===== src/rtl/game_flow_ctrl.sv =====
// Game-flow sequencer: STANDBY -> READY -> PLAYING -> GAME_OVER, with phases timed in video frames.
// All outputs are registered. startGame pulses on the edge that enters READY, which spends one credit upstream.
module game_flow_ctrl #(
    parameter int READY_FRAMES = 120,
    parameter int OVER_FRAMES  = 300,
    parameter int BLINK_FRAMES = 30
) (
    input  logic       clk,
    input  logic       resetN,
    input  logic       startOfFrame,
    input  logic       keyStartN,
    input  logic [3:0] credits,
    input  logic       playerDead,
    output logic       startGame,
    output logic       standBy,
    output logic       gameReady,
    output logic       gamePlaying,
    output logic       gameOver,
    output logic       blinkOn
);

    localparam int MAX_RO = (READY_FRAMES > OVER_FRAMES) ? READY_FRAMES : OVER_FRAMES;
    localparam int MAX_F  = (MAX_RO > BLINK_FRAMES) ? MAX_RO : BLINK_FRAMES;
    localparam int CW     = (MAX_F > 1) ? $clog2(MAX_F) : 1;

    localparam logic [CW-1:0] READY_LAST = CW'(READY_FRAMES - 1);
    localparam logic [CW-1:0] OVER_LAST  = CW'(OVER_FRAMES - 1);
    localparam logic [CW-1:0] BLINK_LAST = CW'(BLINK_FRAMES - 1);

    typedef enum logic [1:0] {
        ST_STANDBY = 2'd0,
        ST_READY   = 2'd1,
        ST_PLAYING = 2'd2,
        ST_OVER    = 2'd3
    } state_t;

    state_t        state_q, state_d;
    logic [CW-1:0] frame_cnt_q, frame_cnt_d;
    logic [CW-1:0] blink_cnt_q, blink_cnt_d;
    logic          blink_run_q, blink_run_d;
    logic          blink_on_q, blink_on_d;
    logic          key_q;
    logic          start_game_q, start_game_d;
    logic          standby_q, standby_d;
    logic          ready_q, ready_d;
    logic          playing_q, playing_d;
    logic          over_q, over_d;

    logic start_press;
    logic have_credit;

    assign start_press = key_q & ~keyStartN;
    assign have_credit = (credits != 4'd0);

    always_comb begin
        state_d      = state_q;
        frame_cnt_d  = frame_cnt_q;
        start_game_d = 1'b0;
        case (state_q)
            ST_STANDBY: begin
                // A frame pulse coincident with the press is not counted: the counter starts at 0.
                if (start_press && have_credit) begin
                    state_d      = ST_READY;
                    frame_cnt_d  = '0;
                    start_game_d = 1'b1;
                end
            end
            ST_READY: begin
                if (startOfFrame) begin
                    if (frame_cnt_q == READY_LAST) begin
                        state_d     = ST_PLAYING;
                        frame_cnt_d = '0;
                    end else begin
                        frame_cnt_d = frame_cnt_q + CW'(1);
                    end
                end
            end
            ST_PLAYING: begin
                if (playerDead) begin
                    state_d     = ST_OVER;
                    frame_cnt_d = '0;
                end
            end
            ST_OVER: begin
                if (startOfFrame) begin
                    if (frame_cnt_q == OVER_LAST) begin
                        state_d     = ST_STANDBY;
                        frame_cnt_d = '0;
                    end else begin
                        frame_cnt_d = frame_cnt_q + CW'(1);
                    end
                end
            end
            default: begin
                state_d     = ST_STANDBY;
                frame_cnt_d = '0;
            end
        endcase

        standby_d = (state_d == ST_STANDBY);
        ready_d   = (state_d == ST_READY);
        playing_d = (state_d == ST_PLAYING);
        over_d    = (state_d == ST_OVER);
    end

    // The blink follows the next state, so blinkOn drops on the same edge that standBy drops.
    always_comb begin
        blink_cnt_d = blink_cnt_q;
        blink_run_d = blink_run_q;
        blink_on_d  = blink_on_q;
        if (!(standby_d && have_credit)) begin
            blink_cnt_d = '0;
            blink_run_d = 1'b0;
            blink_on_d  = 1'b0;
        end else if (startOfFrame) begin
            if (!blink_run_q) begin
                blink_run_d = 1'b1;
                blink_on_d  = 1'b1;
                blink_cnt_d = '0;
            end else if (blink_cnt_q == BLINK_LAST) begin
                blink_cnt_d = '0;
                blink_on_d  = ~blink_on_q;
            end else begin
                blink_cnt_d = blink_cnt_q + CW'(1);
            end
        end
    end

    always_ff @(posedge clk or posedge resetN) begin
        if (resetN) begin
            state_q      <= ST_STANDBY;
            frame_cnt_q  <= '0;
            blink_cnt_q  <= '0;
            blink_run_q  <= 1'b0;
            blink_on_q   <= 1'b0;
            key_q        <= 1'b1;
            start_game_q <= 1'b0;
            standby_q    <= 1'b1;
            ready_q      <= 1'b0;
            playing_q    <= 1'b0;
            over_q       <= 1'b0;
        end else begin
            state_q      <= state_d;
            frame_cnt_q  <= frame_cnt_d;
            blink_cnt_q  <= blink_cnt_d;
            blink_run_q  <= blink_run_d;
            blink_on_q   <= blink_on_d;
            key_q        <= keyStartN;
            start_game_q <= start_game_d;
            standby_q    <= standby_d;
            ready_q      <= ready_d;
            playing_q    <= playing_d;
            over_q       <= over_d;
        end
    end

    assign startGame   = start_game_q;
    assign standBy     = standby_q;
    assign gameReady   = ready_q;
    assign gamePlaying = playing_q;
    assign gameOver    = over_q;
    assign blinkOn     = blink_on_q;

endmodule


===== config.mk =====
export PLATFORM = sky130hd
export DESIGN_NAME = game_flow_ctrl
export DESIGN_NICKNAME = d
export VERILOG_FILES = /design/src/rtl/game_flow_ctrl.sv
export SDC_FILE = /design/constraint.sdc
export NUM_CORES = 1
export LEC_CHECK = 0
export ABC_AREA = 1
export BUFFER_PORTS_ARGS = -buffer_cell sky130_fd_sc_hd__buf_2
export CAP_MARGIN = 20
export CELL_PAD_IN_SITES_DETAIL_PLACEMENT = 0
export CELL_PAD_IN_SITES_GLOBAL_PLACEMENT = 2
export CORE_MARGIN = 2
export CORE_UTILIZATION = 37
export DETAILED_ROUTE_END_ITERATION = 16
export PLACE_DENSITY_LB_ADDON = 0.1
export SLEW_MARGIN = 20
export SYNTH_ARGS = -nofsm -noshare
export SYNTH_HDL_FRONTEND = slang
export SYNTH_SLANG_ARGS = --single-unit

===== constraint.sdc =====
create_clock -name clk -period 2.45 [get_ports clk]
set_input_delay 0.49 -clock clk [delete_from_list [all_inputs] [get_ports clk]]
set_output_delay 0.49 -clock clk [all_outputs]
set_load 0.01 [all_outputs]

==> results of run 1 <==
-- logic make-up after synthesis --
| kind of cell | after synthesis | synth area share |
|---|---|---|
| buffers and inverters | 36 | 0.0876 |
| flip-flops | 28 | 0.447 |
| adder cells (fa/ha/maj) | 3 | 0.0239 |
| AND/OR/NAND/NOR | 102 | 0.311 |
| XOR/XNOR | 6 | 0.0334 |
| AO/OA/AOI/OAI | 26 | 0.0971 |
-- sequential cells by signal, indices dropped and copies added (netlist names) --
signal,cells
gameReady,1
standBy,1
state_q,2
gameOver,1
blink_run_q,1
gamePlaying,1
startGame,1
frame_cnt_q,9
key_q,1
blinkOn,1
blink_cnt_q,9
-- stage by stage --
step | cells | hold WS (ps)
2_1_floorplan | 201 | 475
3_3_place_gp | 266 | 480
3_5_place_dp | 266 | 490
4_1_cts | 270 | 300
5_1_grt | 270 | 306
6_report | 270 | 273
-- worst reg2reg max path, stage by stage, from the launching register on --
cell and delay, ps:
sky130_fd_sc_hd__dfrtp_1 380, sky130_fd_sc_hd__ha_1 190, sky130_fd_sc_hd__nand2_1 70, sky130_fd_sc_hd__nor2_1 110
sky130_fd_sc_hd__nand2_1 90, sky130_fd_sc_hd__o21ai_2 230, sky130_fd_sc_hd__nand3_2 160, sky130_fd_sc_hd__nor2_4 210
sky130_fd_sc_hd__nand2_2 100, sky130_fd_sc_hd__inv_2 120, sky130_fd_sc_hd__nand3_1 80, sky130_fd_sc_hd__o21ai_1 100
-- power by group through the flow --
stage | clock network, mW | logic (mW) | registers, mW
3_5_place_dp | 0 | 0.598 | 0.611
6_report | 0.291 | 0.594 | 0.602
4_1_cts | 0.301 | 0.601 | 0.604
5_1_grt | 0.323 | 0.690 | 0.611
3_3_place_gp | 0 | 0.593 | 0.611
2_1_floorplan | 0 | 0.417 | 0.619
-- final timing paths --
path / end / slack (ps) / from
worst max-delay path: blink_cnt_q[5] / 530 / frame_cnt_q[0]
worst min-delay path: startGame / 270 / resetN
worst max register to register: blink_cnt_q[5] / 530 / frame_cnt_q[0]
worst min register to register: blinkOn / 510 / blinkOn
max in group asynchronous: frame_cnt_q[3] / 1550 / resetN
min in group clk: key_q / 310 / keyStartN
-- layer usage --
layer | global-route usage | wire length [um]
met1 | 0.222 | 1750
met2 | 0.253 | 1660
met3 | 0.0203 | 109
met4 | 0.0545 | 46
met5 | 0 | 0
-- layout make-up --
class                      instances  area, sq um
clock buffer                       4         55.1
fill                             420         2290
inverter                          34          128
multi-input combinational        137          731
sequential                        28          703
tap                               50         62.6
timing repair buffer              17         92.6
-- cell usage after synthesis, drive strengths merged --
library cell   n
a22o           1
ha             3
dfstp          2
xnor2          1
a31o           1
a31oi          3
a21oi          6
o21a           1
inv           34
or2            2
nor4           3
nand4          5
o22ai          1
xor2           5
dfrtp         26
buf            2
nor3           7
nand3         20
nand2         44
and3           1
o21ai         13
nor2          20
==> metrics.md, run 1 <==
| Metric | Value |
|---|---|
| Result of the run | complete, no violations |
| Arrival @ worst endpoint | 2110 ps |
| ANT cells | 0 |
| Worst supply voltage drop on vdd | ~520 uV |
| DP Worst Slack | roughly 470 ps |
| Starting density of the core | 0.387 |
| Cell area after synthesis | approximately 0.0016 sq mm |
| Height of the die | 69.2 um |
| Total of buffers placed on input and output ports | 14 |
| Cell family with most CP delay | simple AND/OR/NAND/NOR gates |
| Register share of total power | 0.405 |
| Upper clock frequency limit | 0.521 GHz |
| Post-synthesis cell type with the largest combined area | sky130_fd_sc_hd__dfrtp_1 |
| Synth Register Bits | 28 |
| Vias in the first global route | 1,348 |
| Clock power frac | 0.196 |
| Fraction of post-synthesis cell area in the top cell type by area | 0.414 |
| Wire length after detailed routing | roughly 3600 um |
| End-of-flow core utilization | 0.437 |
| Number of pins with negative max-slew slack in the final report | 0 |
| Unrepaired setup endpoints after global routing | false |
| First-pass GRT wire length | roughly 6200 um |
| Most frequent standard cell in the layout excluding fill and tap cells | sky130_fd_sc_hd__nand2_1 |
| Largest net degree at the start of global routing | 17 |
| Placed instance area | 0.00172 sq mm |
| Tot Pwr | 1.49 mW |
| Residual antenna-violating net count after detailed routing | 0 |
| # clock sinks | 28 |
| Nets | 233 |
| Max Clock Skew | 7.42 ps |
| Maximum fanout along the worst path | 7 |
| DRC | 0 |
| Final standard cell area without fillers | 0.00177 sq mm |
| Kind of launch point of the worst setup path | flop |
| Share of the cycle needed by the critical path after routing | 0.783 |
| Max Root-Sink Buffers | 2 |
| Maximum single-stage delay on the critical path | 380 ps |
| Num CTS Buffers | 3 |
| Endpoint type of the worst setup path | flop |
| Remaining max-slew budget at the tightest pin | 0.580 |
| Sequence of cells on the critical path | ha_1 > nand2_1 > nor2_1 > nand2_1 > o21ai_2 > nand3_2 > nor2_4 > nand2_2 > inv_2 > nand3_1 > o21ai_1 |
| CP required | 2640 ps |
| Count of H-tree levels built during CTS | 1 |
| Initial antenna violation count | 0 |
| Ports placed on the boundary | 15 |
| Post-synth cell types | 32 |
| Die X | 69.2 um |
| Top library cells by usage in the layout, fill and taps aside | 42 x sky130_fd_sc_hd__nand2_1, 28 x sky130_fd_sc_hd__inv_1, 26 x sky130_fd_sc_hd__dfrtp_1, 18 x sky130_fd_sc_hd__nor2_1, 17 x sky130_fd_sc_hd__nand3_1 |
| Detailed-route wire length per cell | 13.2 um |
| Sequential-to-total area share from yosys stat | 0.447 |
| Synthesized area per cell | slightly below 8 sq um |
| Cell with the most instances on the worst path | sky130_fd_sc_hd__nand2_1 |
| Power per cell area | 839 mW/mm^2 |
| Cell internal power dissipation | 0.883 mW |
| Remaining Overflow, GRT | 0 |
| Root Buffer Master | sky130_fd_sc_hd__clkbuf_8 |
| Mean number of vias per cell | 5.06 |
| R2r worst-path depth | 11 |
| Warning count from the yosys run | 0 |
| Die Area | 0.00478 sq mm |
| Number of buffers and inverters on the critical path | 1 |
| 1st-pass router iterations | 4 |
| Number of vias after detailed routing | ~1,400 |
| Layout cells sized above 1 | 0.191 |
| Cells after synthesis | 201 |
| Critical path depth | 11 |
| Share of total power consumed by net switching | 0.406 |
| Number of rows in the core area | 23 |
| Post-CTS setup-driven buffer insertion count | 0 |
| Highest-delay cell along the critical path | sky130_fd_sc_hd__dfrtp_1 |
| Post-Synthesis Net Count | roughly 210 |
| Routability cong. | between 0.8 and 0.9 |
| TritonCTS clock tree | done |
| Total global-route track usage | 0.158 |
| Post-CTS Resized | 0 |
| Min Tclk post-route | approximately 1900 ps |
| Clock edge transition at the registers on the reported setup and hold paths | 100 ps |
| Initial DRC count | ~120 |
| Leading post-synthesis cells by cell area | sky130_fd_sc_hd__dfrtp_1 41%, sky130_fd_sc_hd__nand2_1 10%, sky130_fd_sc_hd__inv_1 6.7% |
| Area Overhead vs Synth | 12.7% |
| Total half-perimeter wirelength after legalization and detailed placement | 2790 um |
| Insertion delay to the later sink of the worst-skew pair | 270 ps |
| Final hold violation count | 0 |
| Static leakage | 0.908 nW |
| Number of max-cap violations | 0 |
| Setup Viol. Count Final | 0 |
| Number of hold buffers added after cts | 0 |
| Worst min path class | input port to async pin |
| Setup TNS | 0 ps |
| Placeable core area | 0.00406 sq mm |
| Combinational cell fraction of total power | 0.399 |
| Worst Path Class, Setup | flop to flop |
| Net switching power | between 0.6 and 0.7 mW |
| Crit path setup slack, layout | about 530 ps |
| Worst-margin pin slew | 629 ps |
No activity file was read; power rests on OpenSTA's default activity.
==> run 2, diff against run 1 <==
--- a/config.mk
+++ b/config.mk
@@ -11,7 +11,7 @@
 export CELL_PAD_IN_SITES_DETAIL_PLACEMENT = 0
 export CELL_PAD_IN_SITES_GLOBAL_PLACEMENT = 2
 export CORE_MARGIN = 2
-export CORE_UTILIZATION = 37
+export CORE_UTILIZATION = 31
 export DETAILED_ROUTE_END_ITERATION = 16
 export PLACE_DENSITY_LB_ADDON = 0.1
 export SLEW_MARGIN = 20
==> constraint.sdc (replaced) <==
create_clock -name clk -period 1.7 [get_ports clk]
set_input_delay 0.34 -clock clk [delete_from_list [all_inputs] [get_ports clk]]
set_output_delay 0.34 -clock clk [all_outputs]
set_load 0.01 [all_outputs]
==> metrics.md, run 2 (synthesis gave the netlist of run 1 again) <==
| Metric | Value |
|---|---|
| Worst Path Class, Setup | flop to flop |
| Die Area | 0.00566 sq mm (+18%) |
| 1st-pass router iterations | 4 (unchanged) |
| Remaining Overflow, GRT | 0 (unchanged) |
| Max Root-Sink Buffers | 2 (unchanged) |
| Starting density of the core | 0.326 (-0.0611) |
| Result of the run | finished, violations left |
| Most frequent standard cell in the layout excluding fill and tap cells | sky130_fd_sc_hd__nand2_1 |
| Number of pins with negative max-slew slack in the final report | 0 (unchanged) |
| Height of the die | 75.2 um (+8.7%) |
| Met1 Use GR | 0.212 (-0.00999) |
| DRC | 0 (unchanged) |
| Setup Viol. Count Final | 11 (+11) |
| Arrival @ worst endpoint | 2050 ps (-60 ps) |
| Root Buffer Master | sky130_fd_sc_hd__clkbuf_8 |
| Number of rows in the core area | 25 (+8.7%) |
| Violations in the final reports | negative setup slack |
| Ports placed on the boundary | 15 (unchanged) |
| CP required | 1910 ps (-730 ps) |
| Initial antenna violation count | 0 (unchanged) |
| Mean number of vias per cell | 4.67 (-7.8%) |
| Share of the cycle needed by the critical path after routing | 1.08 (+0.298) |
| Sequence of cells on the critical path | ha_4 > nand2_2 > nor2_2 > nand2_2 > o21ai_4 > nand3_2 > nor2_4 > buf_4 > nand2_4 > inv_6 > nand3_1 > o21ai_2 |
| Worst reg2reg setup slack | -140 ps (-670 ps) |
| Initial DRC count | 55 (-53%) |
| Count of H-tree levels built during CTS | 1 (unchanged) |
| Wire length after detailed routing | 3950 um (+11%) |
| Detailed-route wire length per cell | 12.4 um (-6.0%) |
| Area Overhead vs Synth | 34.0% |
| Total of buffers placed on input and output ports | 14 (unchanged) |
| Number of hold buffers added after cts | 0 (unchanged) |
| Layout cells sized above 1 | 0.327 (+0.136) |
| Maximum single-stage delay on the critical path | 410 ps (+30 ps) |
| Min Tclk post-route | 1840 ps (-80.1 ps) |
| ANT cells | 0 (unchanged) |
| Cell with the most instances on the worst path | sky130_fd_sc_hd__nand2_2 |
| First-pass GRT wire length | 6680 um (+7.8%) |
| Clock edge transition at the registers on the reported setup and hold paths | 100 ps (about the same) |
| Crit path setup slack, layout | -138 ps (-670 ps) |
| Worst-margin pin slew | 453 ps (-176 ps) |
| Highest-delay cell along the critical path | sky130_fd_sc_hd__dfrtp_1 |
| Worst supply voltage drop on vdd | 600 uV (+15%) |
| # clock sinks | 28 (unchanged) |
| TritonCTS clock tree | done |
| Final hold violation count | 0 (unchanged) |
| Number of vias after detailed routing | 1,485 (+8.6%) |
| Most used routing layer | met2 |
| Post-route insts no fill | 318 (+18%) |
| Top library cells by usage in the layout, fill and taps aside | 39 x sky130_fd_sc_hd__nand2_1, 32 x sky130_fd_sc_hd__buf_4, 28 x sky130_fd_sc_hd__inv_1, 26 x sky130_fd_sc_hd__dfrtp_1 |
| Maximum fanout along the worst path | 7 (unchanged) |
| Insertion delay to the later sink of the worst-skew pair | 270 ps (about the same) |
| Unrepaired setup endpoints after global routing | true |
| Number of max-cap violations | 0 (unchanged) |
| Die X | 75.2 um (+8.7%) |
| Total global-route track usage | 0.153 (-0.00549) |
| Endpoint type of the worst setup path | flop |
| Met2 routing resource usage after global routing | 0.250 (-0.00272) |
| Placeable core area | 0.00482 sq mm (+19%) |
| Vias in the first global route | 1,422 (+5.5%) |
| Remaining max-slew budget at the tightest pin | 0.698 (+0.117) |
| Nets | 264 (+13%) |
| Upper clock frequency limit | 0.544 GHz (+4.4%) |
| End-of-flow core utilization | 0.437 (+0.000510) |
| Residual antenna-violating net count after detailed routing | 0 (unchanged) |
| Num CTS Buffers | 3 (unchanged) |
| Worst min path class | input port to async pin |
| Largest net degree at the start of global routing | 19 (+2) |
| Max Clock Skew | 8.83 ps (+1.41 ps) |
| Biggest registers after layout | blink_cnt_q: 9 flops, frame_cnt_q: 9 flops, state_q: 2 flops |
| Total half-perimeter wirelength after legalization and detailed placement | 3020 um (+8.2%) |
| Routability cong. | 0.803 (+0.34%) |
| Static leakage | 1.07 nW (+18%) |
| Fraction of met3 tracks used by global routing | 0.0228 (+0.00241) |
| Power per cell area | 1220 mW/mm^2 (+46%) |
| Kind of launch point of the worst setup path | flop |
| Placed cell count | 309 (+16%) |
| Setup TNS | -1080 ps (-1080 ps) |
-- run 2: report_power, final --
group | leakage, nW | internal (mW) | total [mW] | switching (mW)
clock network | 0.0228 | 0.168 | 0.375 | 0.208
logic | 0.676 | 0.608 | 1.32 | 0.712
registers | 0.373 | 0.791 | 0.879 | 0.0877
total | 1.07 | 1.57 | 2.57 | 1.01
-- run 2: timing repair --
item                                   4_1_cts  5_1_grt
setup endpoints to repair                   11       12
gates cloned                                 0        0
buffers inserted                             2        3
endpoints found under the hold margin        0        0
pin swaps                                    4       12
gates resized for setup                      3       16
-- run 2: metal layers --
metal,share of wire,vias to the layer above,wire (um)
li1,-,752,-
met1,0.48,691,1900
met2,0.47,38,1850
met3,0.044,4,173
met4,0.0079,0,31
met5,0,-,0
-- run 2: worst max-delay path, delay by kind of cell, from the launching register on --
kind	cells	cell delay, ps
and+or+nand+nor	7	700
adders and majority gates	1	180
buffers and inverters	2	220
AOI/OAI and AO/OA	2	260
DFF	1	410
-- run 2: stage by stage --
step	power (mW)	worst slack [ps]	hold slack, ps	instance area (sq um)
2_1_floorplan	1.49	41.9	344	1570
6_report	2.57	-138	52.8	2110
3_3_place_gp	1.97	-43.4	363	1950
3_5_place_dp	1.98	-106	375	1950
5_1_grt	2.79	-307	98.3	2110
4_1_cts	2.42	-93.0	72.0	2010
-- run 2: layout make-up --
type,instances,area [sq um]
Inverter,34,135
Fill cell,511,2710
Multi-Input combinational cell,137,797
Tap cell,67,83.8
Timing Repair Buffer,48,342
Sequential cell,28,703
Clock buffer,4,45.0
-- run 2: path summary, 6_finish.rpt --
kind,from,to,cells after the start
max in group asynchronous,resetN,frame_cnt_q[8],3
worst min register to register,blinkOn,blinkOn,2
worst max register to register,frame_cnt_q[1],blink_cnt_q[5],12
worst max-delay path,frame_cnt_q[1],blink_cnt_q[5],12
min in group clk,keyStartN,key_q,1
worst min-delay path,resetN,blink_cnt_q[0],2
==> run 3, diff against run 2 <==
--- a/config.mk
+++ b/config.mk
@@ -10,10 +10,12 @@
 export CAP_MARGIN = 20
 export CELL_PAD_IN_SITES_DETAIL_PLACEMENT = 0
 export CELL_PAD_IN_SITES_GLOBAL_PLACEMENT = 2
+export CORE_ASPECT_RATIO = 1.4
 export CORE_MARGIN = 2
 export CORE_UTILIZATION = 31
 export DETAILED_ROUTE_END_ITERATION = 16
 export PLACE_DENSITY_LB_ADDON = 0.1
+export RECOVER_POWER = 100
 export SLEW_MARGIN = 20
 export SYNTH_ARGS = -nofsm -noshare
 export SYNTH_HDL_FRONTEND = slang
==> metrics.md, run 3 (synthesis gave the netlist of run 1 again) <==
| Metric | Value |
|---|---|
| Result of the run | finished, violations left |
| Violations in the final reports | negative setup slack |
| # clock sinks | 28 (unchanged) |
| Start point of the critical path | frame_cnt_q[1] |
| Min Tclk post-route | 1920 ps (+82.1 ps) |
| Share of the cycle needed by the critical path after routing | 1.13 (+0.0483) |
| Net switching power | 1.01 mW (+0.18%) |
| Insertion delay to the later sink of the worst-skew pair | 280 ps (about the same) |
| Worst-margin pin slew | 723 ps (+270 ps) |
| Initial DRC count | 64 (+16%) |
| Die X | 64.2 um (-15%) |
| Maximum fanout along the worst path | 5 (-2) |
| Largest net degree at the start of global routing | 29 (+10) |
| ANT cells | 0 (unchanged) |
| Worst min path class | input port to flop |
| Clock power frac | 0.162 (+0.016) |
| Number of max-cap violations | 0 (unchanged) |
| Upper clock frequency limit | 0.521 GHz (-4.3%) |
| Clock edge transition at the registers on the reported setup and hold paths | 100 ps (about the same) |
| Endpoint type of the worst setup path | flop |
| Top library cells by usage in the layout, fill and taps aside | 41 x sky130_fd_sc_hd__nand2_1, 35 x sky130_fd_sc_hd__buf_4, 28 x sky130_fd_sc_hd__inv_1, 26 x sky130_fd_sc_hd__dfrtp_1, 16 x sky130_fd_sc_hd__nor2_1 |
| Final standard cell area without fillers | 0.00211 sq mm (+0.42%) |
| Remaining max-slew budget at the tightest pin | 0.518 (-0.180) |
| Vias in the first global route | 1,489 (+4.7%) |
| Unrepaired setup endpoints after global routing | true |
| Wire length after detailed routing | 4010 um (+1.6%) |
| Number of vias after detailed routing | 1,517 (+2.2%) |
| Combinational cell fraction of total power | 0.503 (-0.010) |
| Launching point of the worst reg2reg path | frame_cnt_q[1] |
| TritonCTS clock tree | done |
| Number of hold buffers added after cts | 0 (unchanged) |
| Max Root-Sink Buffers | 2 (unchanged) |
| Arrival @ worst endpoint | 2130 ps (+80 ps) |
| Worst Path Class, Setup | flop to flop |
| Layout cells sized above 1 | 0.322 (-0.00512) |
| Remaining Overflow, GRT | 0 (unchanged) |
| Ports placed on the boundary | 15 (unchanged) |
| Timing endpoint of the critical path | blink_cnt_q[5] |
| Count of H-tree levels built during CTS | 1 (unchanged) |
| Hold Path Origin | keyStartN |
| Placed cell count | 309 (unchanged) |
| Crit path setup slack, layout | -220 ps (-82.1 ps) |
| Height of the die | 88.2 um (+17%) |
| Root Buffer Master | sky130_fd_sc_hd__clkbuf_8 |
| CP required | 1910 ps (about the same) |
| Filler instances | 521 (+2.0%) |
| Number of rows in the core area | 30 (+20%) |
| Worst supply voltage drop on vdd | 659 uV (+9.9%) |
| 1st-pass router iterations | 4 (unchanged) |
| Most frequent standard cell in the layout excluding fill and tap cells | sky130_fd_sc_hd__nand2_1 |
| Share of total power consumed by net switching | 0.389 (-0.00202) |
| Nets | 268 (+1.5%) |
| Placeable core area | 0.00488 sq mm (+1.3%) |
| Num CTS Buffers | 3 (unchanged) |
| End-of-flow core utilization | 0.433 (-0.00381) |
| Detailed-route wire length per cell | 12.6 um (+1.3%) |
| Routability cong. | 0.764 (-4.9%) |
| Post-route insts no fill | 319 (+0.31%) |
| Tot Pwr | 2.59 mW (+0.70%) |
| First-pass GRT wire length | 6890 um (+3.1%) |
| Residual antenna-violating net count after detailed routing | 0 (unchanged) |
| Worst reg2reg setup slack | -220 ps (-80 ps) |
| Kind of launch point of the worst setup path | flop |
| Cell internal power dissipation | 1.58 mW (+1.0%) |
| DRC | 0 (unchanged) |
| Setup Viol. Count Final | 10 (-1) |
| Setup TNS | -1890 ps (-812 ps) |
| Register share of total power | 0.335 (-0.006) |
| Power per cell area | 1230 mW/mm^2 (+0.29%) |
| Die Area | 0.00566 sq mm (+0.14%) |
| Area Overhead vs Synth | 34.6% |
| DP Worst Slack | -136 ps (-30.1 ps) |
| Static leakage | 1.06 nW (-0.89%) |
| Final hold slack | 156 ps (+103 ps) |
| R2r worst-path depth | 11 (-1) |
| Total half-perimeter wirelength after legalization and detailed placement | 3030 um (+0.43%) |
| Final hold violation count | 0 (unchanged) |
| Worst reg2reg endpoint | blink_cnt_q[5] |
| Initial antenna violation count | 0 (unchanged) |
| Mean number of vias per cell | 4.76 (+1.8%) |
| Number of pins with negative max-slew slack in the final report | 0 (unchanged) |
| Total global-route track usage | 0.155 (+0.00214) |
| Total of buffers placed on input and output ports | 14 (unchanged) |
| Max Clock Skew | 5.80 ps (-3.03 ps) |
| Placed instance area | 0.00196 sq mm (+0.96%) |
| Starting density of the core | 0.322 (-0.00418) |
| Biggest registers after layout | blink_cnt_q: 9 flops, frame_cnt_q: 9 flops, state_q: 2 flops |
run 3: changes by cell type in the layout (fill, tap and decap cells not counted), moves of 2 or more:
cell and change:
sky130_fd_sc_hd__buf_4 +3, sky130_fd_sc_hd__nand3_1 -2, sky130_fd_sc_hd__o21ai_1 -2, sky130_fd_sc_hd__nand2_1 +2, sky130_fd_sc_hd__nand3_2 +2, sky130_fd_sc_hd__nand2_4 -2
sky130_fd_sc_hd__buf_2 -6, sky130_fd_sc_hd__o21ai_2 +3, sky130_fd_sc_hd__clkbuf_1 +5
run 3: how the worst min path moves through the flow:
| stage | end | slack (ps) | cells past startpoint |
|---|---|---|---|
| after global routing | key_q | 140 | 1 |
| after floorplan | key_q | 340 | 0 |
| after global placement | blink_cnt_q[2] | 430 | 3 |
| after CTS | blink_cnt_q[2] | 120 | 3 |
| after detailed placement | blink_cnt_q[2] | 440 | 3 |
| final | key_q | 160 | 1 |
run 3: routing by layer:
layer  up-vias  global-route usage  wire [um]
met5         -                   0          0
li1        759                   -          -
met2        17               0.311       2370
met1       736               0.168       1520
met4         0              0.0464         58
met3         5              0.0191         57
run 3: cell type report:
| type | instances | area (sq um) | share of cell area |
|---|---|---|---|
| Clock buffer | 4 | 55.1 | 0.0260 |
| Timing Repair Buffer | 52 | 358 | 0.169 |
| Inverter | 34 | 133 | 0.0627 |
| Tap cell | 64 | 80.1 | 0.0379 |
| Multi-Input combinational cell | 137 | 786 | 0.372 |
| Sequential cell | 28 | 703 | 0.333 |
run 3: critical path, stage by stage (launching register included):
cell	delay, ps
sky130_fd_sc_hd__dfrtp_1	410
sky130_fd_sc_hd__ha_4	170
sky130_fd_sc_hd__nand2_2	90
sky130_fd_sc_hd__nor2_4	90
sky130_fd_sc_hd__nand3_1	100
sky130_fd_sc_hd__a21oi_2	210
sky130_fd_sc_hd__nand3_2	140
sky130_fd_sc_hd__nor2_4	160
sky130_fd_sc_hd__buf_4	140
sky130_fd_sc_hd__nand3_4	100
sky130_fd_sc_hd__buf_12	150
sky130_fd_sc_hd__o21ai_2	90
run 3: power by group through the flow:
stage | Sequential (mW) | Clock (mW) | Combinational (mW)
after floorplan | 0.893 | 0 | 0.601
after global placement | 0.873 | 0 | 1.13
after detailed placement | 0.874 | 0 | 1.14
after CTS | 0.864 | 0.442 | 1.18
after global routing | 0.883 | 0.463 | 1.45
final | 0.868 | 0.420 | 1.30
run 3: timing repair:
item,4_1_cts,5_1_grt
setup buffers,1,5
gates resized for setup,10,5
gates cloned,0,0
endpoints found under the setup margin,10,16
pin swaps,3,9
